## src/rtl/fifo_arb_pkg.sv

```systemverilog
// Shared types and the rotating-priority search used by the FIFO write arbiter
// and any other scheduler that needs a round-robin pick.
package fifo_arb_pkg;

  typedef enum logic {
    IDLE   = 1'b0,
    LOCKED = 1'b1
  } arb_state_e;

  // Upper bound on requesters the search function handles.
  localparam int RR_MAX_REQ = 32;
  localparam int RR_IDX_W   = 5;

  typedef struct packed {
    logic                found;
    logic [RR_IDX_W-1:0] idx;
  } rr_pick_t;

  // First set bit of req_valid, searching rr_ptr+1, rr_ptr+2, ... modulo num_req.
  function automatic rr_pick_t rr_next(input int                    num_req,
                                       input logic [RR_IDX_W-1:0]   rr_ptr,
                                       input logic [RR_MAX_REQ-1:0] req_valid);
    rr_pick_t            res;
    int                  cand;
    logic [RR_IDX_W-1:0] cand_idx;
    res = '0;
    for (int i = 1; i <= RR_MAX_REQ; i++) begin
      cand = int'(rr_ptr) + i;
      if (cand >= num_req) cand = cand - num_req;
      cand_idx = cand[RR_IDX_W-1:0];
      if (!res.found && (i <= num_req)) begin
        if (req_valid[cand_idx]) begin
          res.found = 1'b1;
          res.idx   = cand_idx;
        end
      end
    end
    return res;
  endfunction

endpackage

```

## src/rtl/rr_priority_picker.sv

```systemverilog
// Combinational rotating-priority picker: grants the first requester after rr_ptr.
// Supports up to RR_MAX_REQ requesters.
module rr_priority_picker
  import fifo_arb_pkg::*;
#(
  parameter int NUM_REQ   = 4,
  parameter int IDX_WIDTH = $clog2(NUM_REQ)
) (
  input  logic [IDX_WIDTH-1:0] rr_ptr,
  input  logic [NUM_REQ-1:0]   req_valid,
  output logic                 found,
  output logic [IDX_WIDTH-1:0] idx
);

  rr_pick_t              pick;
  logic [RR_IDX_W-1:0]   ptr_ext;
  logic [RR_MAX_REQ-1:0] req_ext;

  always_comb begin
    ptr_ext = RR_IDX_W'(rr_ptr);
    req_ext = RR_MAX_REQ'(req_valid);
    pick    = rr_next(NUM_REQ, ptr_ext, req_ext);
    found   = pick.found;
    idx     = pick.idx[IDX_WIDTH-1:0];
  end

endmodule

```

## src/rtl/fifo_write_arbiter.sv

```systemverilog
// Packet-locked round-robin arbiter sharing one FIFO write port among NUM_REQ
// producers, writing only when a shadow occupancy count guarantees a free slot.
module fifo_write_arbiter
  import fifo_arb_pkg::*;
#(
  parameter int NUM_REQ    = 4,
  parameter int DATA_WIDTH = 32,
  parameter int FIFO_DEPTH = 32,
  parameter int IDX_WIDTH  = $clog2(NUM_REQ),
  parameter int CNT_WIDTH  = $clog2(FIFO_DEPTH) + 1
) (
  input  logic                          clk,
  input  logic                          reset_n,
  input  logic [NUM_REQ-1:0]            req_valid,
  input  logic [NUM_REQ-1:0]            req_last,
  input  logic [NUM_REQ*DATA_WIDTH-1:0] req_data,
  output logic [NUM_REQ-1:0]            req_ready,
  output logic                          fifo_wr_en,
  output logic [DATA_WIDTH-1:0]         fifo_wr_data,
  input  logic                          fifo_rd_en,
  input  logic                          fifo_busy,
  input  logic                          fifo_wr_err,
  input  logic                          fifo_rd_err,
  output logic                          grant_valid,
  output logic [IDX_WIDTH-1:0]          grant_idx,
  output logic [CNT_WIDTH-1:0]          occupancy,
  output logic                          err_sticky,
  input  logic                          err_clr,
  output arb_state_e                    state_dbg
);

  // Handshake: a beat moves in any cycle where req_valid[i] & req_ready[i] are
  // both high; ready never waits on valid, and producers hold valid/data/last
  // stable until accepted. fifo_wr_en is exactly that transfer condition.

  arb_state_e           state, state_nxt;
  logic                 grant_valid_nxt;
  logic [IDX_WIDTH-1:0] grant_idx_nxt;
  logic [IDX_WIDTH-1:0] rr_ptr, rr_ptr_nxt;
  logic [CNT_WIDTH-1:0] occ_nxt;
  logic                 err_nxt;
  logic                 space;
  logic                 pick_found;
  logic [IDX_WIDTH-1:0] pick_idx;
  logic                 rd_ok;
  logic                 underflow;

  rr_priority_picker #(
    .NUM_REQ   (NUM_REQ),
    .IDX_WIDTH (IDX_WIDTH)
  ) u_picker (
    .rr_ptr    (rr_ptr),
    .req_valid (req_valid),
    .found     (pick_found),
    .idx       (pick_idx)
  );

  // Space depends on registered state only, so ready never loops back through valid.
  assign space = (occupancy < CNT_WIDTH'(FIFO_DEPTH)) && !fifo_busy;

  always_comb begin
    req_ready = '0;
    if ((state == LOCKED) && space) req_ready[grant_idx] = 1'b1;
  end

  assign fifo_wr_en   = req_ready[grant_idx] & req_valid[grant_idx];
  assign fifo_wr_data = req_data[grant_idx*DATA_WIDTH +: DATA_WIDTH];
  assign state_dbg    = state;

  always_comb begin
    state_nxt       = state;
    grant_valid_nxt = grant_valid;
    grant_idx_nxt   = grant_idx;
    rr_ptr_nxt      = rr_ptr;
    case (state)
      IDLE: begin
        // A restarting FIFO freezes arbitration as well as the lock.
        if (!fifo_busy && pick_found) begin
          state_nxt       = LOCKED;
          grant_valid_nxt = 1'b1;
          grant_idx_nxt   = pick_idx;
        end
      end
      LOCKED: begin
        if (fifo_wr_en && req_last[grant_idx]) begin
          state_nxt       = IDLE;
          grant_valid_nxt = 1'b0;
          rr_ptr_nxt      = grant_idx;
        end
      end
      default: begin
        state_nxt       = IDLE;
        grant_valid_nxt = 1'b0;
      end
    endcase
  end

  assign rd_ok     = fifo_rd_en && (occupancy != '0);
  assign underflow = fifo_rd_en && (occupancy == '0);

  always_comb begin
    occ_nxt = occupancy;
    if (fifo_busy)                occ_nxt = '0;
    else if (fifo_wr_en && !rd_ok) occ_nxt = occupancy + CNT_WIDTH'(1);
    else if (rd_ok && !fifo_wr_en) occ_nxt = occupancy - CNT_WIDTH'(1);
  end

  always_comb begin
    err_nxt = err_sticky;
    if (fifo_wr_err || fifo_rd_err || underflow) err_nxt = 1'b1;
    else if (err_clr)                           err_nxt = 1'b0;
  end

  always_ff @(posedge clk or negedge reset_n) begin
    if (!reset_n) begin
      state       <= IDLE;
      grant_valid <= 1'b0;
      grant_idx   <= '0;
      rr_ptr      <= IDX_WIDTH'(NUM_REQ - 1);
      occupancy   <= '0;
      err_sticky  <= 1'b0;
    end else begin
      state       <= state_nxt;
      grant_valid <= grant_valid_nxt;
      grant_idx   <= grant_idx_nxt;
      rr_ptr      <= rr_ptr_nxt;
      occupancy   <= occ_nxt;
      err_sticky  <= err_nxt;
    end
  end

endmodule

```

## config.mk

```make
export PLATFORM = sky130hd
export DESIGN_NAME = fifo_write_arbiter
export DESIGN_NICKNAME = d
export VERILOG_FILES = /design/src/rtl/fifo_arb_pkg.sv /design/src/rtl/rr_priority_picker.sv /design/src/rtl/fifo_write_arbiter.sv
export SDC_FILE = /design/constraint.sdc
export NUM_CORES = 1
export LEC_CHECK = 0
export CAP_MARGIN = 20
export CORE_UTILIZATION = 30
export CTS_CLUSTER_DIAMETER = 150
export DETAILED_ROUTE_END_ITERATION = 8
export PLACE_DENSITY = 0.92
export REMOVE_ABC_BUFFERS = 1
export SETUP_SLACK_MARGIN = 0.4
export SYNTH_ARGS = -nofsm -noshare
export SYNTH_HDL_FRONTEND = slang
export SYNTH_SLANG_ARGS = --single-unit
```

## constraint.sdc

```tcl
create_clock -name clk -period 3.05 [get_ports clk]
set_input_delay 0.4575 -clock clk [delete_from_list [all_inputs] [get_ports clk]]
set_output_delay 0.4575 -clock clk [all_outputs]
set_load 0.01 [all_outputs]
```

==> flow_summary.yaml <==
pwr:
  peakVddDrop_v: 0.000504
  pwr_density_cell_nw_per_um2: 785
  p_total_mw: 3.20
  leakagePower_nw: 1.56
route:
  postRouteAntennaNets: 0
  drt_pass1_iterations: 4
  totalWireLength_um: 9310
  wl_per_cell_um: 21.9
  viasPerCell: 5.54
  vias: 2355
  drtIter0Drc: 121
  drcViolationCount: 0
critical_path:
  endpoint_kind: "flip-flop"
  cp.arrival_ps: 2690
  crit_type: "reg2reg"
  r2r_start: "grant_idx[0]"
  r2r_setup_slack_ps: 490
  critPathLaunchType: "flip-flop"
  r2r_end: "occupancy[5]"
  cp_max_fo: 3
  cp_slowest_stage_delay_ps: 550
  reg2reg_depth: 9
  crit_required_ps: 3180
  critPathSlowestCell: "mux4_2"
  cp_cell_sequence: "mux4_2 -> and3_4 -> nand2b_4 -> ha_1 -> o21ai_2 -> nor2_1 -> o21a_1 -> or3_1 -> o311a_1"
grt:
  grt_first_pass_wirelength_um: 13300
  grt.overflow.total: 0
  grt_max_degree: 42
  gr-usage-all-layers: 0.277
  antenna_found_initial: 0
  grt_pass1_vias: 2398
floorplan:
  die_w_um: 81.9
  start_util: 0.318
  io_pins: 191
  rows: 28
  die_area_um2: 6700
  coreArea_um2: 6030
  die_y_um: 81.9
yosys:
  async_flop_share: 1.00
  yosys-top-cells-count: "34 x mux4_2, 14 x nor2_1, 11 x dfrtp_1"
  ys_ff_latch: 13
  avgSynthCellArea_um2: 12.4
  synth.most_common_cell: "mux4_2"
  synth_edf_count: 0
  synth_top_cell_by_area: "mux4_2"
  netlist_area_um2: 1910
  synth.area.top_cells: "mux4_2 40%, dfrtp_1 14%, ha_1 5.9%, mux2_4 3.9%, dfstp_2 2.7%"
  netlist-cell-type-count: 44
  ys_seq_area_frac: 0.171
  synthFlopType: "dfrtp_1"
  synth.top_cell.area_share: 0.400
  synth_warnings: 0
  synthCells: 154
clock_tree:
  cts_hold_buf: 0
  insertion_delay_ps: 250
  clock-sinks: 13
  clkTransAtPathRegs_ps: 60
  max-clock-path-buffers: 2
  htreeDepth: 1
  cts_buffers: 3
  root_buffer: "clkbuf_8"
  cts_tree: "done"
job:
  drv_cap: 0
sta:
  setup_slack_ps: 494
  slew_violations: 0
  relSlewSlack: 0.580
  timing.hold.ws_ps: 505
  setup_viol: 0
  hold_viol: 0
  timing.fmax_mhz: 391
  period_needed_ps: 2560
  tightest_slew_ps: 628
  post-route-period-util: 0.838
  skew_ps: 5.10
  rsz0062_at_grt: "false"
placement:
  pre_cts_slack_ps: -76.3
  detailed_place_hpwl_um: 7950
  io_buffers: 190
  gp_congestion: 0.933
layout:
  utilization: 0.676
  diodes: 0
  drive_above_1_share: 0.211
  area_growth_pct: 113
  fin_nets: 504
  fillers: 443
worst_hold_path:
  hold_end: "err_sticky"
  worstHoldPathType: "reg2reg"
  hold_path_depth: 2
  hp-start: "err_sticky"
status:
  status: "completed"
## per-stage QoR
stage	instances	area (µm²)	setup TNS, ps
5_1_grt	425	4070	0
4_1_cts	423	4030	0
3_3_place_gp	419	3940	0
3_5_place_dp	419	3940	-76.3
2_1_floorplan	142	1850	-3430
6_report	425	4070	0
## kinds of logic after synthesis
family | Yosys count | share of synthesized area
buffers and inverters | 16 | 0.0418
AOI/OAI and AO/OA | 29 | 0.118
and+or+nand+nor | 38 | 0.114
muxes | 45 | 0.473
adders and majority gates | 10 | 0.0693
DFF | 13 | 0.171
xor gates and xnor gates | 3 | 0.0137
## layout make-up
cell class | count | area [µm²] | share of cell area
timing repair buffer | 204 | 2030 | 0.499
multi-input combinational | 125 | 1560 | 0.382
sequential | 13 | 329 | 0.0808
tap | 75 | 93.8 | 0.0230
clock buffer | 4 | 45.0 | 0.0111
inverter | 4 | 15.0 | 0.00369
## flip-flops by register name, summed over array words and instances, names as in the netlist
name,cells
occupancy,6
grant_valid,1
grant_idx,2
err_sticky,1
state_dbg,1
rr_ptr,2
## how the worst max path moves through the flow
stage | startpoint | endpoint | cells after the start
5_1_grt | fifo_busy | occupancy[4] | 11
3_5_place_dp | req_valid[2] | occupancy[5] | 10
6_report | grant_idx[0] | occupancy[5] | 9
2_1_floorplan | grant_idx[0] | occupancy[5] | 9
3_3_place_gp | req_valid[3] | occupancy[5] | 10
4_1_cts | req_valid[2] | occupancy[5] | 10
## routing by layer
layer | part of all wire | routed length, µm | GRT usage
met1 | 0.35 | 3250 | 0.307
met2 | 0.54 | 5060 | 0.505
met3 | 0.084 | 778 | 0.0678
met4 | 0.024 | 219 | 0.102
met5 | 0 | 0 | 0
## timing repair
item	4_1_cts	5_1_grt
resized for setup	10	8
pin swaps	1	4
setup endpoints to repair	35	12
buffers inserted	0	2
## cell usage in the layout, fill, tap and decap left out, types with 5 or more instances in the layout
cell type,netlist,routed
mux4_2,34,34
mux2_4,5,5
nor2_1,14,13
clkdlybuf4s50_1,0,185
buf_4,0,12
ha_1,9,7
dfrtp_1,11,10
## worst max-delay path, delay by kind of cell (launching register included)
kind / cells / cell delay [ps]
AND/OR/NAND/NOR: 4 / 750
multiplexers: 1 / 550
AO/OA/AOI/OAI: 3 / 460
flip-flops: 1 / 410
adder cells (fa/ha/maj): 1 / 260
## power by group
group	switching (mW)	total, mW	internal [mW]
logic	1.08	2.64	1.56
clock network	0.0651	0.158	0.0924
registers	0.140	0.401	0.261
No activity file was read; power rests on OpenSTA's default activity.
